--- config.mk ---
export PLATFORM = sky130hd
export DESIGN_NAME = load_store_unit
export DESIGN_NICKNAME = d
export VERILOG_FILES = /design/src/rtl/load_store_unit.sv
export SDC_FILE = /design/constraint.sdc
export NUM_CORES = 1
export LEC_CHECK = 0
export ABC_AREA = 1
export CAP_MARGIN = 20
export CELL_PAD_IN_SITES_DETAIL_PLACEMENT = 0
export CELL_PAD_IN_SITES_GLOBAL_PLACEMENT = 1
export CORE_MARGIN = 10
export CORE_UTILIZATION = 29
export CTS_BUF_LIST = sky130_fd_sc_hd__clkbuf_16
export DETAILED_ROUTE_END_ITERATION = 8
export PLACE_DENSITY = 0.78
export SYNTH_ARGS = -nofsm -noshare
export SYNTH_HDL_FRONTEND = slang
export SYNTH_SLANG_ARGS = --single-unit
--- constraint.sdc ---
create_clock -name clk -period 3.7 [get_ports clk]
set_input_delay 0.74 -clock clk [delete_from_list [all_inputs] [get_ports clk]]
set_output_delay 0.74 -clock clk [all_outputs]
set_load 0.05 [all_outputs]
--- src/rtl/load_store_unit.sv ---
// load_store_unit: single-outstanding data-memory port for the RV32I MemRW path.
// Checks access legality, drives a request/ack bus with byte lanes, formats
// load data and stalls the pipeline until the access finishes or times out.
module load_store_unit #(
  parameter int TIMEOUT_CYCLES = 255
) (
  input  logic        clk,
  input  logic        rst,
  input  logic        req_valid,
  input  logic [1:0]  mem_rw,
  input  logic [2:0]  funct3,
  input  logic [31:0] addr,
  input  logic [31:0] store_data,
  output logic        stall,
  output logic        done,
  output logic [31:0] load_data,
  output logic        access_err,
  output logic        bus_err,
  output logic        bus_req,
  output logic        bus_we,
  output logic [31:0] bus_addr,
  output logic [3:0]  bus_be,
  output logic [31:0] bus_wdata,
  input  logic        bus_ack,
  input  logic [31:0] bus_rdata
);

  typedef enum logic [1:0] {S_IDLE, S_ACCESS, S_DONE} state_t;

  // Counter value in the last ACCESS cycle before timeout fires.
  localparam logic [7:0] TO_LAST = 8'(TIMEOUT_CYCLES - 1);

  state_t      state_q;
  logic [7:0]  cnt_q;
  logic        ld_q;
  logic [2:0]  f3_q;
  logic [1:0]  off_q;
  logic        done_q;
  logic        access_err_q;
  logic        bus_err_q;
  logic        bus_req_q;
  logic        bus_we_q;
  logic [31:0] bus_addr_q;
  logic [3:0]  bus_be_q;
  logic [31:0] bus_wdata_q;
  logic [31:0] load_data_q;

  logic        is_ld;
  logic        is_st;
  logic        new_acc;
  logic        legal;
  logic [7:0]  cnt_d;

  // Selects the addressed byte/half of the read word and extends it.
  function automatic logic [31:0] fmt_load(input logic [2:0] f3, input logic [1:0] off,
                                           input logic [31:0] w);
    logic [31:0]        sh;
    logic signed [7:0]  b;
    logic signed [15:0] h;
    logic signed [31:0] r;
    sh = w >> {off, 3'b000};
    b  = sh[7:0];
    h  = sh[15:0];
    case (f3)
      3'b000:  r = 32'(b);
      3'b001:  r = 32'(h);
      3'b100:  r = {24'd0, sh[7:0]};
      3'b101:  r = {16'd0, sh[15:0]};
      default: r = w;
    endcase
    return r;
  endfunction

  // Byte enables for a store of the given size at the given byte offset.
  function automatic logic [3:0] st_be(input logic [2:0] f3, input logic [1:0] off);
    case (f3)
      3'b000:  return 4'b0001 << off;
      3'b001:  return off[1] ? 4'b1100 : 4'b0011;
      default: return 4'b1111;
    endcase
  endfunction

  // Store data replicated across all lanes so any enabled lane carries it.
  function automatic logic [31:0] st_wdata(input logic [2:0] f3, input logic [31:0] sd);
    case (f3)
      3'b000:  return {4{sd[7:0]}};
      3'b001:  return {2{sd[15:0]}};
      default: return sd;
    endcase
  endfunction

  // Decode the incoming command and its size/alignment legality.
  always_comb begin
    is_ld   = (mem_rw == 2'b10);
    is_st   = (mem_rw == 2'b01);
    new_acc = req_valid & (is_ld | is_st);
    legal   = 1'b0;
    if (is_ld) begin
      case (funct3)
        3'b000, 3'b100: legal = 1'b1;
        3'b001, 3'b101: legal = ~addr[0];
        3'b010:         legal = (addr[1:0] == 2'b00);
        default:        legal = 1'b0;
      endcase
    end else if (is_st) begin
      case (funct3)
        3'b000:  legal = 1'b1;
        3'b001:  legal = ~addr[0];
        3'b010:  legal = (addr[1:0] == 2'b00);
        default: legal = 1'b0;
      endcase
    end
    cnt_d = (cnt_q == 8'hFF) ? cnt_q : cnt_q + 8'd1;
  end

  // Access FSM with registered bus and completion outputs.
  always_ff @(posedge clk or posedge rst) begin
    if (rst) begin
      state_q      <= S_IDLE;
      cnt_q        <= 8'd0;
      ld_q         <= 1'b0;
      f3_q         <= 3'd0;
      off_q        <= 2'd0;
      done_q       <= 1'b0;
      access_err_q <= 1'b0;
      bus_err_q    <= 1'b0;
      bus_req_q    <= 1'b0;
      bus_we_q     <= 1'b0;
      bus_addr_q   <= 32'd0;
      bus_be_q     <= 4'd0;
      bus_wdata_q  <= 32'd0;
      load_data_q  <= 32'd0;
    end else begin
      done_q       <= 1'b0;
      access_err_q <= 1'b0;
      bus_err_q    <= 1'b0;
      case (state_q)
        S_IDLE: begin
          if (new_acc && legal) begin
            state_q     <= S_ACCESS;
            cnt_q       <= 8'd0;
            ld_q        <= is_ld;
            f3_q        <= funct3;
            off_q       <= addr[1:0];
            bus_req_q   <= 1'b1;
            bus_we_q    <= is_st;
            bus_addr_q  <= {addr[31:2], 2'b00};
            bus_be_q    <= is_st ? st_be(funct3, addr[1:0]) : 4'b1111;
            bus_wdata_q <= is_st ? st_wdata(funct3, store_data) : 32'd0;
          end else if (new_acc) begin
            access_err_q <= 1'b1;
          end
        end
        S_ACCESS: begin
          cnt_q <= cnt_d;
          // An ack always wins over a timeout landing in the same cycle.
          if (bus_ack || cnt_q == TO_LAST) begin
            state_q     <= S_DONE;
            done_q      <= 1'b1;
            bus_err_q   <= ~bus_ack;
            load_data_q <= (bus_ack && ld_q) ? fmt_load(f3_q, off_q, bus_rdata) : 32'd0;
            bus_req_q   <= 1'b0;
            bus_we_q    <= 1'b0;
            bus_be_q    <= 4'd0;
            bus_wdata_q <= 32'd0;
          end
        end
        default: begin
          state_q <= S_IDLE;
        end
      endcase
    end
  end

  assign stall      = ((state_q == S_IDLE) && new_acc && legal) || (state_q == S_ACCESS);
  assign done       = done_q;
  assign load_data  = load_data_q;
  assign access_err = access_err_q;
  assign bus_err    = bus_err_q;
  assign bus_req    = bus_req_q;
  assign bus_we     = bus_we_q;
  assign bus_addr   = bus_addr_q;
  assign bus_be     = bus_be_q;
  assign bus_wdata  = bus_wdata_q;

endmodule
==> impl_metrics.csv, run 1 <==
group,metric,value,unit
logic_synthesis,synth_top_family_by_area,"simple AND/OR/NAND/NOR gates",
grt,grt_pass1_vias,6081,
timing,skew,10.90,ps
logic_synthesis,netlist_instances,860,
logic_synthesis,netlist_area,6270,µm²
timing,fin_crit_sh,81.24,%
logic_synthesis,synth_area_leaders,"dfrtp_1, nand2_1, nand3_1",
run,maxCapViolations,0,
timing,setup_viol_count_final,0,
critical_path,arrival,2270,ps
critical_path,critPathRequiredTime,2960,ps
placed_design,gp_congestion,0.9024,
floorplan,die_w,167.0,µm
cts,worstSkewPairLatency,420,ps
critical_path,worst-path-buf-inv,4,
layout,fillers,2129,
logic_synthesis,syn_avg_cell_area,7.290,µm²
grt,antenna_found_initial,1,
critical_path,critical_path.max_fanout,6,
cts,cts-hold-fix-buffers,0,
detailed_routing,drt-wirelength-per-cell,16.14,µm
cts,clock_sinks,119,
detailed_routing,route.met2.wl,9668,µm
critical_path,cp_cell_sequence,"clkdlybuf4s50_1, inv_1, ha_1, inv_1, nand2_1, nor2_4, nand3_4, nand2_1, buf_12",
logic_synthesis,ys_seq_area_share,47.50,%
cts,numCtsBuffers,17,
timing,period_needed,3006,ps
critical_path,r2r-end,"load_data[22]",
floorplan,dieArea,27900,µm²
timing,slew_headroom,41.66,%
worst_hold_path,holdCritStartpoint,"bus_req",
cts,clock_path_buffers,2,
grt,grt_pass1_wl,34600,µm
detailed_routing,wl,21700,µm
outcome,status,"complete, no violations",
worst_hold_path,hold_end,"bus_req",
timing,whs,474.8,ps
layout,design_area,9129,µm²
layout,final_common_cell,"nand2_1",
critical_path,critPathTopFamily,"buffers and inverters",
critical_path,end_kind,"output pin",
placed_design,dp_slack,675.2,ps
detailed_routing,antenna_left,0,
timing,tightest_slew,868.4,ps
cts,cts_tree,"done",
worst_hold_path,hold_depth,2,
floorplan,die_h,167.0,µm
logic_synthesis,synth_edf_count,0,
logic_synthesis,synth_xor_area_share,0,%
grt,grt-ovfl-total,0,
layout,syn2layout_area_growth,45.60,%
critical_path,r2r_cells,7,
detailed_routing,top_layer_used,"met5",
power,power_density,582.2,nW/µm²
placed_design,dp_hpwl,15540,µm
detailed_routing,vias,6106,
logic_synthesis,yosysUniqueCellTypes,30,
cts,cts_htree_levels,4,
critical_path,r2r_start,"state_q[1]",
power,p_leak,4.568,nW
detailed_routing,drt-met1-wl,9977,µm
layout,multiInputGateArea,2665,µm²
floorplan,std_cell_rows,53,
timing,setup_tns,0,ps
worst_hold_path,hold_class,"flop to flop",
power,peakVddDrop,0.0002603,V
critical_path,rrSetupSlack,1450,ps
floorplan,core_area,21150,µm²
logic_synthesis,yosysTopAreaCellShare,47.50,%
grt,grt_use_total,15.28,%
critical_path,crit_slowest_cell,"clkdlybuf4s50_1",
logic_synthesis,ys_warn_count,0,
logic_synthesis,synth_compound_area_share,7.903,%
logic_synthesis,synth_mux_area_share,0,%
placed_design,io_buffers,208,
critical_path,max_stage_delay,480,ps
critical_path,cp-start-kind,"input pin",
cts,root_buffer,"clkbuf_16",
placed_design,post_dp_cell_area,8536,µm²
critical_path,path_class,"input pin to output pin",
timing,finalHoldViolations,0,
layout,fin_nets,1165,
cts,cts_setup_buffers,0,
layout,antenna_cells,0,
layout,drive_above_1_share,6.268,%
detailed_routing,vias_per_cell,4.543,
layout,layout_common_cells,"nand2_1, clkdlybuf4s50_1, dfrtp_1",
detailed_routing,drc_errors,0,
grt,grt_max_degree,122,
logic_synthesis,synth-adder-area-share,0.7982,%
floorplan,io_pins,211,
logic_synthesis,async_reset_ff_share,100.0,%
timing,maxSlewViolCount,0,
floorplan,start_util,29.64,%
timing,max_freq,332.7,MHz
logic_synthesis,synth-simple-area-share,33.65,%
logic_synthesis,yosys.area.top_type,"dfrtp_1",
detailed_routing,drtIter0Drc,416,
cts,clkSlewWorstSetupHoldPaths,60,ps
logic_synthesis,ys.flop_type,"dfrtp_1",
cts,cts_resized,0,
timing,grt_setup_unrepaired,"no",
timing,fin_ws,693.9,ps
logic_synthesis,ys_seq_elements,119,
layout,seqCellArea,2978,µm²
detailed_routing,dr.pass1.iters,5,
detailed_routing,wl_met3,1706,µm
stage by stage:
| stage | cells | power, mW | utilization (%) |
|---|---|---|---|
| detailed placement | 1312 | 3.670 | 40.35 |
| global route | 1344 | 5.576 | 43.15 |
| finish | 1344 | 5.314 | 43.15 |
| global placement | 1312 | 3.667 | 40.35 |
| floorplan | 861 | 2.937 | - |
| CTS | 1344 | 5.378 | 43.15 |
synthesized netlist by cell type, types with 2 or more instances:
master	instances
o21ai_0	45
o21ai_1	7
buf_2	14
nand2_4	2
o22ai_1	6
nor2_1	75
clkbuf_1	13
buf_6	12
a21oi_1	29
inv_1	88
inv_2	4
nor3_1	22
ha_1	4
buf_4	2
nor2_4	2
nand3_1	83
nand2_1	314
dfrtp_1	119
o21ai_2	6
nor2_2	3
metal layers:
metal  up-vias  GRT usage, %
met5         -             0
met4         2         4.964
met3        26         5.272
met2       214         23.21
met1      2783         19.82
li1       3081             -
worst reg2reg max path: stages (launching register included):
cell,delay [ps]
dfrtp_1,380
nor2_2,100
buf_4,310
nand3_1,660
buf_4,450
a21oi_1,150
nand2_1,70
nand2_1,80
how the worst max path moves through the flow:
stage | start | to | slack, ps | cells after the start
6_report | mem_rw[0] | stall | 690 | 9
5_1_grt | mem_rw[0] | stall | 560 | 9
4_1_cts | mem_rw[0] | stall | 670 | 9
3_5_place_dp | mem_rw[0] | stall | 680 | 9
3_3_place_gp | mem_rw[0] | stall | 680 | 9
2_1_floorplan | mem_rw[0] | stall | 870 | 9
cell type report:
cell class / instances / area share (%)
clock buffers: 17 / 4.660
clock inverters: 15 / 1.837
inverters: 92 / 3.824
multi-input cells: 607 / 29.19
flip-flops and latches: 119 / 32.62
well taps: 275 / 3.769
repair buffers: 219 / 24.10
flip-flops by register name, summed over array words and instances, names as in the netlist:
| register | flops |
|---|---|
| access_err | 1 |
| bus_addr | 30 |
| bus_be | 4 |
| bus_err | 1 |
| bus_req | 1 |
| bus_wdata | 32 |
| bus_we | 1 |
| cnt_q | 8 |
| done | 1 |
| f3_q | 3 |
| ld_q | 1 |
| load_data | 32 |
| off_q | 2 |
| state_q | 2 |
report_power, final:
part	internal [mW]	switching (mW)	total [mW]
registers	1.53	0.187	1.72
clock network	1.01	0.669	1.68
logic	0.651	1.27	1.92
total	3.19	2.13	5.31
logic make-up after synthesis:
kind of cell / count (synthesis)
AOI/OAI and AO/OA: 93
adders and majority gates: 4
DFF: 119
other: 1
and+or+nand+nor: 508
buffers and inverters: 135
Note: power is estimated with default switching activity, not from simulation.
==> run 2: changes to the inputs <==
--- a/config.mk
+++ b/config.mk
@@ -10,10 +10,10 @@
 export CELL_PAD_IN_SITES_DETAIL_PLACEMENT = 0
 export CELL_PAD_IN_SITES_GLOBAL_PLACEMENT = 1
 export CORE_MARGIN = 10
-export CORE_UTILIZATION = 29
+export CORE_UTILIZATION = 32
 export CTS_BUF_LIST = sky130_fd_sc_hd__clkbuf_16
 export DETAILED_ROUTE_END_ITERATION = 8
-export PLACE_DENSITY = 0.78
+export PLACE_DENSITY = 0.81
 export SYNTH_ARGS = -nofsm -noshare
 export SYNTH_HDL_FRONTEND = slang
 export SYNTH_SLANG_ARGS = --single-unit
==> constraint.sdc (replaced) <==
create_clock -name clk -period 2.9 [get_ports clk]
set_input_delay 0.58 -clock clk [delete_from_list [all_inputs] [get_ports clk]]
set_output_delay 0.58 -clock clk [all_outputs]
set_load 0.05 [all_outputs]
==> run 2 against run 1 <==
Effect of this change: critical path depth unchanged; total power up 28%; worst hold slack worse by 4.8 ps; flip-flop and latch count unchanged; design area up 0.42%; wire length down 3.0%; critical path type unchanged.
==> impl_metrics.csv, run 2 (synthesized netlist as in run 1, its figures left out) <==
group,metric,value,unit
outcome,status,"complete, no violations",
layout,drive_above_1_share,6.349,%
critical_path,end_kind,"output pin",
floorplan,dieArea,25590,µm²
power,sw_frac_of_total,39.18,%
power,seq_power_share,32.1,%
floorplan,io_pins,211,
grt,grt_use_total,16.19,%
grt,grt_max_degree,120,
critical_path,cp_cell_sequence,"clkdlybuf4s50_1, inv_1, ha_1, inv_1, nand2_1, nor2_4, nand3_4, nand2_1, buf_12",
run,maxCapViolations,0,
floorplan,die_h,160.0,µm
critical_path,critPathRequiredTime,2320,ps
critical_path,max_stage_delay,480,ps
timing,tightest_slew,676.1,ps
worst_hold_path,holdCritStartpoint,"bus_req",
layout,antenna_cells,0,
detailed_routing,wl,21050,µm
timing,max_freq,371.2,MHz
detailed_routing,antenna_left,0,
cts,numCtsBuffers,17,
cts,worstSkewPairLatency,420,ps
critical_path,critPathTopFamily,"buffers and inverters",
worst_hold_path,hold_end,"bus_req",
timing,finalHoldViolations,0,
layout,layout_common_cells,"nand2_1, clkdlybuf4s50_1, dfrtp_1",
layout,syn2layout_area_growth,46.22,%
cts,cts_htree_levels,4,
cts,cts-hold-fix-buffers,0,
critical_path,r2r-end,"load_data[2]",
critical_path,path_class,"input pin to output pin",
critical_path,rrSetupSlack,810,ps
detailed_routing,drc_errors,0,
cts,cts_tree,"done",
cts,root_buffer,"clkbuf_16",
grt,grt_pass1_vias,5891,
critical_path,crit_slowest_cell,"clkdlybuf4s50_1",
critical_path,r2r_cells,7,
cts,cts_resized,0,
floorplan,start_util,32.32,%
placed_design,gp_congestion,0.8219,
power,power_frac_comb,36.1,%
power,power,6.802,mW
detailed_routing,dr.pass1.iters,5,
layout,finish.utilization,47.26,%
placed_design,dp_slack,179.4,ps
timing,maxSlewViolCount,0,
power,internal_power,4.137,mW
layout,design_area,9168,µm²
timing,setup_tns,0,ps
timing,setup_viol_count_final,0,
power,peakVddDrop,0.0003845,V
cts,clkSlewWorstSetupHoldPaths,50,ps
critical_path,cp-start-kind,"input pin",
detailed_routing,vias,6095,
critical_path,worst-path-buf-inv,4,
timing,grt_setup_unrepaired,"no",
floorplan,die_w,160.0,µm
detailed_routing,drtIter0Drc,382,
cts,clock_path_buffers,2,
power,power_density,742.0,nW/µm²
cts,clock_sinks,119,
floorplan,core_area,19400,µm²
grt,grt_pass1_wl,33490,µm
power,pwr-share-clk,31.8,%
timing,slew_headroom,54.93,%
grt,antenna_found_initial,0,
timing,fin_crit_sh,92.89,%
worst_hold_path,hold_depth,2,
placed_design,post_dp_cell_area,8563,µm²
layout,fin_nets,1167,
critical_path,arrival,2110,ps
placed_design,io_buffers,208,
power,p_switching,2.665,mW
detailed_routing,drt-wirelength-per-cell,15.75,µm
cts,cts_setup_buffers,0,
timing,period_needed,2694,ps
placed_design,dp_hpwl,15200,µm
critical_path,r2r_start,"off_q[0]",
power,p_leak,4.578,nW
timing,skew,9.005,ps
timing,fin_ws,206.1,ps
layout,final_common_cell,"nand2_1",
detailed_routing,vias_per_cell,4.562,
floorplan,std_cell_rows,51,
grt,grt-ovfl-total,0,
worst_hold_path,hold_class,"flop to flop",
critical_path,critical_path.max_fanout,6,
[run 2: worst max-delay path by stage]
stage / endpoint / slack [ps] / cells past startpoint / start
final: stall / 210 / 9 / mem_rw[0]
after global routing: stall / 80 / 11 / mem_rw[0]
after CTS: stall / 180 / 9 / mem_rw[0]
after detailed placement: stall / 180 / 9 / mem_rw[0]
after global placement: stall / 190 / 9 / mem_rw[0]
after floorplan: stall / 390 / 9 / mem_rw[0]
[run 2: worst min-delay path, delay by kind of cell, from the launching register on]
kind / cells / cell delay, ps
flops: 1 / 340
simple gates: 2 / 90
[run 2: cell type report]
class,instances,area (µm²)
repair buffers,221,2240
inverters,92,349.1
clock buffers,17,425.4
clock inverters,15,178.9
well taps,265,331.6
flip-flops and latches,119,2978
multi-input cells,607,2665
fillers,1973,10230
[run 2: power by group through the flow]
stage / sequential [mW] / combinational, mW / clock [mW]
floorplan: 3.02 / 0.723 / 0
global placement: 2.20 / 2.47 / 0
detailed placement: 2.20 / 2.48 / 0
CTS: 2.18 / 2.48 / 2.22
global route: 2.23 / 2.63 / 2.31
finish: 2.18 / 2.45 / 2.17
[run 2: per-layer routing]
layer	vias to the layer above	wire, µm	global-route usage [%]
li1	3093	-	-
met2	200	9730	25.17
met5	-	0	0
met1	2780	9646	21.13
met3	22	1379	5.167
met4	0	289	4.549
[run 2: metrics by stage]
stage / hold slack, ps / std cells
global route: 502.1 / 1336
global placement: 460.7 / 1304
floorplan: 459.6 / 861
detailed placement: 457.6 / 1304
finish: 470.0 / 1336
CTS: 471.2 / 1336
